## config.mk

```make
export PLATFORM = sky130hd
export DESIGN_NAME = servo_step_pwm
export DESIGN_NICKNAME = d
export VERILOG_FILES = /design/src/rtl/servo_step_pwm.sv
export SDC_FILE = /design/constraint.sdc
export NUM_CORES = 1
export LEC_CHECK = 0
export ABC_AREA = 1
export BUFFER_PORTS_ARGS = -buffer_cell sky130_fd_sc_hd__buf_2
export CORE_ASPECT_RATIO = 0.8
export CORE_UTILIZATION = 66
export CTS_CLUSTER_SIZE = 14
export DETAILED_ROUTE_END_ITERATION = 10
export GPL_TIMING_DRIVEN = 0
export HOLD_SLACK_MARGIN = 0.03
export PLACE_DENSITY = 0.86
export SLEW_MARGIN = 0
export SYNTH_ARGS = -nofsm -noshare
export SYNTH_HDL_FRONTEND = slang
export SYNTH_SLANG_ARGS = --single-unit
export TNS_END_PERCENT = 20
```

## constraint.sdc

```tcl
create_clock -name clk_i -period 8.5 [get_ports clk_i]
set_input_delay 1.275 -clock clk_i [delete_from_list [all_inputs] [get_ports clk_i]]
set_output_delay 1.275 -clock clk_i [all_outputs]
set_load 0.01 [all_outputs]
```

## src/rtl/servo_step_pwm.sv

```systemverilog
// servo_step_pwm: accumulates signed step commands into a saturating servo position
// and drives a hobby-servo PWM signal. The pulse width changes only at frame
// boundaries, so the servo never sees a truncated or stretched pulse.
//
// Ports:
//   clk_i          system clock
//   rst_i          synchronous, active-high reset
//   step_i         signed two's-complement step, -64..+63
//   step_valid_i   qualifier; step_i is applied on every cycle this is high
//   servo_o        registered PWM output
//   position_o     current accumulated position
//   at_min_o       high while position is 0
//   at_max_o       high while position is 2^POS_BITS-1
//   frame_start_o  one-cycle pulse coincident with servo_o rising at frame start
module servo_step_pwm #(
    parameter int unsigned PERIOD_CYCLES = 1000000,
    parameter int unsigned MIN_PULSE     = 50000,
    parameter int unsigned UNIT_CYCLES   = 196,
    parameter int unsigned POS_BITS      = 8,
    parameter int unsigned POS_CENTER    = 128
) (
    input  logic                clk_i,
    input  logic                rst_i,
    input  logic [6:0]          step_i,
    input  logic                step_valid_i,
    output logic                servo_o,
    output logic [POS_BITS-1:0] position_o,
    output logic                at_min_o,
    output logic                at_max_o,
    output logic                frame_start_o
);

    localparam int unsigned CntW = (PERIOD_CYCLES > 1) ? $clog2(PERIOD_CYCLES) : 1;
    // Two extra bits hold both the sign and the overflow of position + step.
    localparam int unsigned SumW = POS_BITS + 2;

    localparam logic [POS_BITS-1:0] PosMax     = '1;
    localparam logic [POS_BITS-1:0] PosReset   = POS_BITS'(POS_CENTER);
    localparam logic [CntW-1:0]     CntLast    = CntW'(PERIOD_CYCLES - 1);
    localparam logic [31:0]         PulseReset = 32'(MIN_PULSE + POS_CENTER * UNIT_CYCLES);

    typedef enum logic [0:0] {
        StLow,
        StHigh
    } state_e;

    state_e              state_q, state_d;
    logic [POS_BITS-1:0] position_q, position_d;
    logic [CntW-1:0]     cnt_q, cnt_d;
    logic [31:0]         pulse_q, pulse_d;
    logic                frame_start_q, frame_start_d;

    logic [SumW-1:0]     step_ext;
    logic [SumW-1:0]     sum;
    logic                wrap;

    always_comb begin
        step_ext = {{(SumW - 7){step_i[6]}}, step_i};
        sum      = {2'b00, position_q} + step_ext;
        wrap     = (cnt_q == CntLast);

        // Saturating accumulate: top bit set means negative, next bit means overflow.
        position_d = position_q;
        if (step_valid_i) begin
            if (sum[SumW-1]) begin
                position_d = '0;
            end else if (sum[POS_BITS]) begin
                position_d = PosMax;
            end else begin
                position_d = sum[POS_BITS-1:0];
            end
        end

        cnt_d = wrap ? '0 : cnt_q + CntW'(1);

        // Width is sampled from the position held before the wrap edge.
        pulse_d = pulse_q;
        if (wrap) begin
            pulse_d = 32'(MIN_PULSE) + 32'(position_q) * 32'(UNIT_CYCLES);
        end

        state_d       = (32'(cnt_q) < pulse_q) ? StHigh : StLow;
        frame_start_d = (cnt_q == '0);
    end

    always_ff @(posedge clk_i) begin
        if (rst_i) begin
            state_q       <= StLow;
            position_q    <= PosReset;
            cnt_q         <= '0;
            pulse_q       <= PulseReset;
            frame_start_q <= 1'b0;
        end else begin
            state_q       <= state_d;
            position_q    <= position_d;
            cnt_q         <= cnt_d;
            pulse_q       <= pulse_d;
            frame_start_q <= frame_start_d;
        end
    end

    assign servo_o       = (state_q == StHigh);
    assign position_o    = position_q;
    assign at_min_o      = (position_q == '0);
    assign at_max_o      = (position_q == PosMax);
    assign frame_start_o = frame_start_q;

endmodule
```

==> results.json, run 1 <==
{
  "synthCells": 506,
  "wl_per_cell_um": 13.22,
  "critPathKind": "flip-flop to flip-flop",
  "place_area_um2": 3767,
  "r2r-start": "position_o[2]",
  "power.density_nw_per_um2": 134.5,
  "crit_required_ns": 8.70,
  "postCtsSetupBuffers": 0,
  "root_buffer": "clkbuf_8",
  "dr_total_vias": 3320,
  "grt_max_degree": 15,
  "crit_path_start_kind": "flip-flop",
  "arrival_ns": 3.54,
  "drt-total-wl_um": 7881,
  "ys_types": 38,
  "drcViolationCount": 0,
  "r2r-end": "pulse_q[15]",
  "drtAntennaViolNets": 0,
  "dr.pass1.iters": 5,
  "drive_above_1_share_pct": 8.614,
  "crit_chain": "inv_1 -> ha_1 -> fa_1 -> ha_1 -> fa_1 -> xor2_1 -> nand2_1 -> nor2_1 -> nand3_1 -> nand2_1 -> nand2_1 -> nand3_1 -> nand2_1",
  "layout_common_cells": "nand2_1 (125), inv_1 (70), ha_1 (59)",
  "worstRegToRegCells": 13,
  "relSlewSlack_pct": 67.96,
  "whs_path_depth": 2,
  "coreArea_um2": 5122,
  "grtUsageTotal_pct": 29.97,
  "stdcell_area_um2": 3879,
  "endpoint_kind": "flip-flop",
  "htree_levels": 2,
  "switching_share_pct": 31.45,
  "whs_endpoint": "pulse_q[15]",
  "rsz0062_at_grt": "false",
  "cts_buffers": 5,
  "fin_crit_sh_pct": 39.27,
  "crit_buf_inv": 1,
  "fmax_mhz": 299.6,
  "syn2layout_area_growth_pct": 8.052,
  "status": "finished, final reports clean",
  "seqPwrFrac_pct": 43.1,
  "dp_hpwl_um": 6303,
  "grt_antenna_before_repair": 0,
  "dieArea_um2": 5740,
  "die-height_um": 67.96,
  "drt_iter0_drc": 192,
  "clkTransAtPathRegs_ns": 0.08,
  "rows": 23,
  "crit_fanout": 8,
  "antennaDiodeCount": 0,
  "grt_pass1_wl_um": 13510,
  "cp_top_family": "adder cells",
  "final_hold_viol_count": 0,
  "path_common_cell": "nand2_1",
  "startpoint": "position_o[2]",
  "routabilityCongestion": 0.9753,
  "cts_hold_buffers": 0,
  "via_per_inst": 5.570,
  "max_cap_viol_count": 0,
  "setup_viol": 0,
  "tritoncts": "built",
  "netlist_area_um2": 3590,
  "hp-class": "flip-flop to flip-flop",
  "final_nets": 606,
  "leakagePower_uw": 0.001967,
  "cts.sinks": 45,
  "max_slew.worst_pin.slew_ns": 0.4806,
  "post_cts_resize_count": 0,
  "portBuffers": 20,
  "ios": 22,
  "vdd_drop_max_v": 0.0001208,
  "grt_remaining_overflow": 0,
  "clk_path_buf_depth": 2,
  "ys_ff_latch": 45,
  "pwr-share-comb_pct": 25.7,
  "p_sw_uw": 164.0,
  "seq_area_frac_synth_pct": 25.10,
  "fp.dieW_um": 84.46,
  "yosys_warnings": 0,
  "crit_slowest_cell": "dfxtp_1",
  "clockPowerShare_pct": 31.2,
  "synth_nets": 579,
  "start_util_pct": 70.08,
  "fin_crit_ns": 3.338,
  "grt_pass1_vias": 3023,
  "fin_setup_tns_ns": 0,
  "skew_ns": 0.01153,
  "syn_area_per_cell_um2": 7.094,
  "cpPeakStageDelay_ns": 0.52,
  "timing.hold.worst.start": "pulse_q[15]",
  "insertion_delay_ns": 0.31,
  "p_int_uw": 357.5,
  "finalMaxSlewViolations": 0,
  "final_common_cell": "nand2_1",
  "ff2ff_setup_slack_ns": 5.16
}
-- cells in the mapped netlist, drive strengths merged --
master  count  area share [%]
and3        1            0.17
xor2        9             2.2
nand3      39             5.7
nand3b      3            0.63
clkbuf      2            0.21
inv        73             7.7
a21oi      35             4.9
or3         1            0.17
nand4      13             2.3
nand2     129              14
a31oi       1            0.17
clkinv      1            0.14
nor2       43             4.8
a22oi       3            0.63
nor3b       2            0.56
xnor2       6             1.5
nor3        8             1.3
o211ai      1            0.21
dfxtp      45              25
buf         2            0.63
nor4        3            0.52
fa          4             2.2
ha         59              21
o21a        4            0.84
or2         2            0.35
o21ai      11             1.5
o22ai       4            0.70
o21bai      2            0.42
-- how the worst max path moves through the flow --
stage	end	depth (start not counted)
2_1_floorplan	pulse_q[15]	13
3_3_place_gp	pulse_q[15]	13
3_5_place_dp	pulse_q[15]	13
4_1_cts	pulse_q[15]	13
5_1_grt	pulse_q[14]	12
6_report	pulse_q[15]	13
-- cell families (layout without fill, tap and decap cells) --
kind of cell               after synthesis  in the layout  synth area share, %
and+or+nand+nor                        244            244                30.39
buffers and inverters                   78            106                8.679
adders and majority gates               63             63                22.80
AOI/OAI and AO/OA                       61             61                9.376
DFF                                     45             45                25.10
xor gates and xnor gates                15             15                3.660
-- worst reg2reg max path: cells and delay by family (launching register included) --
| kind | cells | cell delay (ns) |
|---|---|---|
| fa+ha+maj | 4 | 1.69 |
| simple gates | 7 | 0.64 |
| flops | 1 | 0.52 |
| xor+xnor | 1 | 0.30 |
| buf+inv | 1 | 0.08 |
-- area by class of cell --
class	instances	area (um^2)
multi-input combinational	383	2377
fill	393	1244
sequential	45	900.9
inverter	74	281.5
timing repair buffer	20	100.1
tap	62	77.57
clock buffer	6	72.57
clock inverter	2	38.79
buffer	4	30.03
-- power by group through the flow --
stage | registers (uW) | clock network [uW] | logic, uW
6_report | 225 | 163 | 134
5_1_grt | 225 | 175 | 153
4_1_cts | 224 | 164 | 133
3_5_place_dp | 229 | 0 | 132
3_3_place_gp | 229 | 0 | 127
2_1_floorplan | 228 | 0 | 101
-- layer usage --
| layer | GRT usage (%) | vias to the layer above | part of all wire, % |
|---|---|---|---|
| met2 | 51.43 | 84 | 44 |
| met4 | 5.932 | 0 | 0.65 |
| li1 | - | 1719 | - |
| met3 | 4.946 | 7 | 5.4 |
| met5 | 0 | - | 0 |
| met1 | 40.65 | 1510 | 50 |
-- flip-flops by register name, summed over array words and instances, names as in the netlist --
signal	cells
cnt_q	20
frame_start_o	1
position_o	8
pulse_q	15
servo_o	1
-- metrics by stage --
step	power, uW	worst slack (ns)	util (%)	hold slack [ns]	instances
6_report	521.5	5.162	75.72	0.4589	596
3_5_place_dp	360.9	5.186	73.55	0.4520	588
3_3_place_gp	355.9	5.228	73.55	0.4427	588
4_1_cts	521.9	5.162	75.72	0.4635	596
5_1_grt	553.5	4.909	75.72	0.4826	596
2_1_floorplan	329.2	5.444	-	0.4261	506
Power figures use the tool's default switching activity.
==> run 2: changes to the inputs <==
CORE_UTILIZATION = 56   (was 66)
PLACE_DENSITY = 0.77   (was 0.86)
clock period = 2.9 ns   (was 8.5 ns; I/O delays follow)
==> run 2 against run 1 <==
  * Clock skew down 0.0031 ns
  * Critical endpoint unchanged
  * Worst hold slack better by 0.0021 ns
  * Combinational power rose to 3.3 times the previous value
==> results.json, run 2 (synthesis results as in run 1) <==
{
  "via_per_inst": 5.311,
  "relSlewSlack_pct": 69.60,
  "clkTransAtPathRegs_ns": 0.09,
  "dr_total_vias": 3293,
  "setup_viol": 0,
  "cts.sinks": 45,
  "stdcell_area_um2": 4046,
  "dieArea_um2": 6736,
  "place_area_um2": 3802,
  "clockPowerShare_pct": 26.5,
  "ios": 22,
  "crit_fanout": 4,
  "drive_above_1_share_pct": 14.10,
  "syn2layout_area_growth_pct": 12.72,
  "layout.area.seq_um2": 925.9,
  "crit_buf_inv": 0,
  "critPathKind": "flip-flop to flip-flop",
  "grt_pass1_wl_um": 13700,
  "fin_crit_sh_pct": 99.11,
  "arrival_ns": 3.07,
  "insertion_delay_ns": 0.30,
  "coreArea_um2": 6037,
  "finalMaxSlewViolations": 0,
  "final_hold_viol_count": 0,
  "rows": 25,
  "grt_antenna_before_repair": 0,
  "start_util_pct": 59.46,
  "fill_cells": 506,
  "leakagePower_uw": 0.001974,
  "htree_levels": 2,
  "cts_buffers": 5,
  "hp-class": "flip-flop to flip-flop",
  "final_common_cell": "nand2_1",
  "path_common_cell": "nand2_1",
  "rsz0062_at_grt": "true",
  "ff2ff_setup_slack_ns": 0.03,
  "final_core_util_pct": 67.03,
  "wl_per_cell_um": 12.98,
  "cp_top_family": "adder cells",
  "antennaDiodeCount": 0,
  "switching_share_pct": 33.95,
  "drt_iter0_drc": 167,
  "crit_path_start_kind": "flip-flop",
  "grt_max_degree": 16,
  "largest-register": "cnt_q",
  "tritoncts": "built",
  "crit_required_ns": 3.10,
  "power.density_nw_per_um2": 369.5,
  "largest_reg_flops": 20,
  "fin_crit_ns": 2.874,
  "p_int_uw": 987.5,
  "drcViolationCount": 0,
  "dp_hpwl_um": 6195,
  "routabilityCongestion": 0.8684,
  "grtUsageTotal_pct": 25.61,
  "endpoint_kind": "flip-flop",
  "pwr-share-comb_pct": 29.7,
  "clk_path_buf_depth": 2,
  "crit_chain": "ha_4 -> fa_1 -> ha_4 -> ha_4 -> fa_2 -> nor2_1 -> nand2_1 -> nand2_1 -> nor2_2 -> nand3_2 -> nand2_1 -> nand2_1 -> nand3_1 -> nand2_1",
  "seqPwrFrac_pct": 43.8,
  "vdd_drop_max_v": 0.0002781,
  "grt_pass1_vias": 3082,
  "cts_hold_buffers": 0,
  "root_buffer": "clkbuf_8",
  "skew_ns": 0.008384,
  "drtAntennaViolNets": 0,
  "status": "finished, final reports clean",
  "max_slew.worst_pin.slew_ns": 0.4560,
  "p_sw_uw": 507.5,
  "fin_hold_ws_ns": 0.4610,
  "final_nets": 611,
  "fp.dieW_um": 91.52,
  "grt_remaining_overflow": 0,
  "die-height_um": 73.61,
  "fmax_mhz": 347.9,
  "drt-total-wl_um": 8048,
  "crit_slowest_cell": "fa_2",
  "multi_input_area_um2": 2479,
  "max_cap_viol_count": 0,
  "cpPeakStageDelay_ns": 0.54,
  "portBuffers": 20,
  "layout_common_cells": "nand2_1 (125), inv_1 (70), ha_1 (50)",
  "dr.pass1.iters": 5
}
-- run 2: changes by cell type in the layout (fill, tap and decap cells not counted), sizes merged --
cell	delta
clkinv	+2
clkbuf	-1
buf	+5
bufinv	-1
-- run 2: final cells by class --
type                       instances  area share [%]
timing repair buffer              25           3.401
sequential                        45           22.88
tap                               81           2.505
inverter                          74           6.957
buffer                             4          0.7421
clock buffer                       5           1.701
multi-input combinational        383           61.26
clock inverter                     3          0.5566
-- run 2: metal layers --
metal  GRT usage [%]  share of wire [%]  up-vias
met1           34.50                 49     1476
met2           43.53                 44       88
met3           4.451                5.3        9
met5               0                  0        -
li1                -                  -     1720
met4           5.115               0.78        0
-- run 2: final timing paths --
kind	startpoint	cells after the start	to
min	pulse_q[14]	2	pulse_q[14]
max	position_o[1]	14	pulse_q[15]
min reg2reg	pulse_q[14]	2	pulse_q[14]
max reg2reg	position_o[1]	14	pulse_q[15]
-- run 2: timing repair --
item                                    4_1_cts  5_1_grt
endpoints found under the hold margin         0        0
resized for setup                            16       11
endpoints found under the setup margin        6        5
setup buffers                                 4        1
pin swaps                                     6        3
-- run 2: power by group through the flow --
| stage | sequential (uW) | clock (uW) | combinational [uW] |
|---|---|---|---|
| floorplan | 670 | 0 | 300 |
| global placement | 671 | 0 | 378 |
| detailed placement | 672 | 0 | 390 |
| CTS | 655 | 396 | 430 |
| global route | 657 | 423 | 503 |
| finish | 654 | 396 | 444 |
-- run 2: tightest hold or removal path: stages (launching register included) --
cell and delay (ns):
dfxtp_1 0.32, nand2_1 0.05, o21ai_1 0.05
-- run 2: through the flow --
stage | std cells | TNS [ns] | setup slack [ns] | power, uW
2_1_floorplan | 506 | 0 | 0.01073 | 969.5
3_3_place_gp | 607 | -0.5992 | -0.1740 | 1049
3_5_place_dp | 607 | -1.041 | -0.2561 | 1062
4_1_cts | 619 | 0 | 0.004536 | 1481
5_1_grt | 620 | -0.3863 | -0.1265 | 1583
6_report | 620 | 0 | 0.02594 | 1495
==> run 3: changes to the inputs <==
MAX_ROUTING_LAYER = met4   (was unset)
clock period = 2.4 ns   (was 2.9 ns; I/O delays follow)
==> run 3 against run 2 <==
  * The flow now finishes with violations (setup timing)
  * Final cell count fell by 0.16%
  * Sequential share of layout area fell by 0.093 points
  * Fmax fell by 0.60%
  * Largest cell class unchanged
  * Largest power group unchanged
  * Non-clock buffer count fell by 1
==> results.json, run 3 (synthesis results as in run 1) <==
{
  "status": "finished, violations left",
  "violations": "setup timing",
  "endpoint_kind": "flip-flop",
  "crit_required_ns": 2.64,
  "routabilityCongestion": 0.9243,
  "clkTransAtPathRegs_ns": 0.09,
  "rows": 25,
  "grt_max_degree": 17,
  "pwr-share-comb_pct": 29.9,
  "critPathKind": "flip-flop to flip-flop",
  "dp_hpwl_um": 6372,
  "final_common_cell": "nand2_1",
  "dr.pass1.iters": 5,
  "seqPwrFrac_pct": 43.4,
  "switching_share_pct": 34.45,
  "grt_pass1_wl_um": 14000,
  "finalMaxSlewViolations": 0,
  "antennaDiodeCount": 0,
  "final_cells": 619,
  "start_util_pct": 59.46,
  "drcViolationCount": 0,
  "ios": 22,
  "grt_pass1_vias": 3089,
  "place_inst": 607,
  "setup_viol": 8,
  "cts_buffers": 5,
  "post-place-ws_ns": -0.5313,
  "p_int_uw": 1201,
  "wl_met2_um": 3769,
  "portBuffers": 20,
  "max_cap_viol_count": 0,
  "met1_length_um": 4014,
  "relSlewSlack_pct": 63.78,
  "p_sw_uw": 631.0,
  "max_slew.worst_pin.slew_ns": 0.5432,
  "root_buffer": "clkbuf_8",
  "htree_levels": 2,
  "crit_fanout": 5,
  "wl_met3_um": 470,
  "dr_total_vias": 3397,
  "cts.sinks": 45,
  "die-height_um": 73.61,
  "leakagePower_uw": 0.001973,
  "final_nets": 610,
  "crit_path_start_kind": "flip-flop",
  "skew_ns": 0.007168,
  "grt_remaining_overflow": 0,
  "drive_above_1_share_pct": 14.87,
  "drt-total-wl_um": 8325,
  "via_per_inst": 5.488,
  "final_core_util_pct": 67.48,
  "drtAntennaViolNets": 0,
  "syn2layout_area_growth_pct": 13.49,
  "power.density_nw_per_um2": 449.6,
  "fmax_mhz": 345.8,
  "largest-register": "cnt_q",
  "fp.dieW_um": 91.52,
  "largest_reg_flops": 20,
  "clk_path_buf_depth": 2,
  "setup_ws_ns": -0.4915,
  "maxUsedRoutingLayer": "met4",
  "drt_iter0_drc": 219,
  "insertion_delay_ns": 0.30,
  "grt_antenna_before_repair": 0,
  "fin_crit_sh_pct": 120.5,
  "fin_hold_ws_ns": 0.4225,
  "layout_common_cells": "nand2_1 (123), inv_1 (68), ha_1 (51)",
  "fin_crit_ns": 2.892,
  "dieArea_um2": 6736,
  "fill_cells": 521,
  "hp-class": "input pin to flip-flop",
  "coreArea_um2": 6037,
  "final_hold_viol_count": 0,
  "vdd_drop_max_v": 0.0002286,
  "rsz0062_at_grt": "true",
  "clockPowerShare_pct": 26.8,
  "tritoncts": "built",
  "wl_per_cell_um": 13.45,
  "arrival_ns": 3.13,
  "grtUsageTotal_pct": 27.14,
  "power_uw": 1832
}
[run 3: timing repair]
item | 4_1_cts | 5_1_grt
endpoints found under the setup margin | 8 | 8
hold buffers | 0 | 0
pin swaps | 7 | 9
gates cloned | 0 | 0
gates resized for setup | 20 | 7
buffers inserted | 3 | 1
[run 3: metal layers]
| metal | up-vias | track usage (%) |
|---|---|---|
| met5 | - | - |
| met4 | 0 | 5.820 |
| met3 | 11 | 3.934 |
| met2 | 78 | 44.53 |
| met1 | 1584 | 35.80 |
| li1 | 1724 | - |
[run 3: critical path, cell delays in order, from the launching register on]
cell,delay [ns]
dfxtp_4,0.39
ha_4,0.24
fa_1,0.55
ha_4,0.21
ha_4,0.17
fa_2,0.54
nand3b_1,0.14
nand2_1,0.10
nor2_4,0.14
nand3_2,0.11
nand2_2,0.08
nand2_1,0.05
o21ai_1,0.10
[run 3: layout make-up]
type	count	area [um^2]	share of cell area [%]
Multi-Input combinational cell	383	2509	61.58
Sequential cell	45	928.4	22.79
Inverter	74	281.5	6.910
Timing Repair Buffer	24	130.1	3.194
Tap cell	81	101.3	2.488
Clock buffer	5	68.82	1.689
Buffer	4	30.03	0.7371
Clock inverter	3	25.02	0.6143
[run 3: power groups by stage]
stage	clock network (uW)	registers [uW]	logic [uW]
3_3_place_gp	0	813	465
2_1_floorplan	0	810	373
5_1_grt	533	796	623
6_report	490	794	547
4_1_cts	495	794	525
3_5_place_dp	0	814	481
[run 3: worst paths after layout]
path | to | depth (start not counted) | slack, ns | from
setup reg to reg | pulse_q[14] | 12 | -0.49 | position_o[1]
hold reg to reg | pulse_q[15] | 2 | 0.45 | pulse_q[15]
hold / removal | cnt_q[4] | 4 | 0.42 | rst_i
setup / recovery | pulse_q[14] | 12 | -0.49 | position_o[1]
[run 3: metrics by stage]
step,setup TNS (ns),cell area (um^2)
floorplan,-1.778,3642
global placement,-2.875,3844
detailed placement,-3.130,3844
CTS,-2.614,4039
global route,-3.910,4074
finish,-2.962,4074
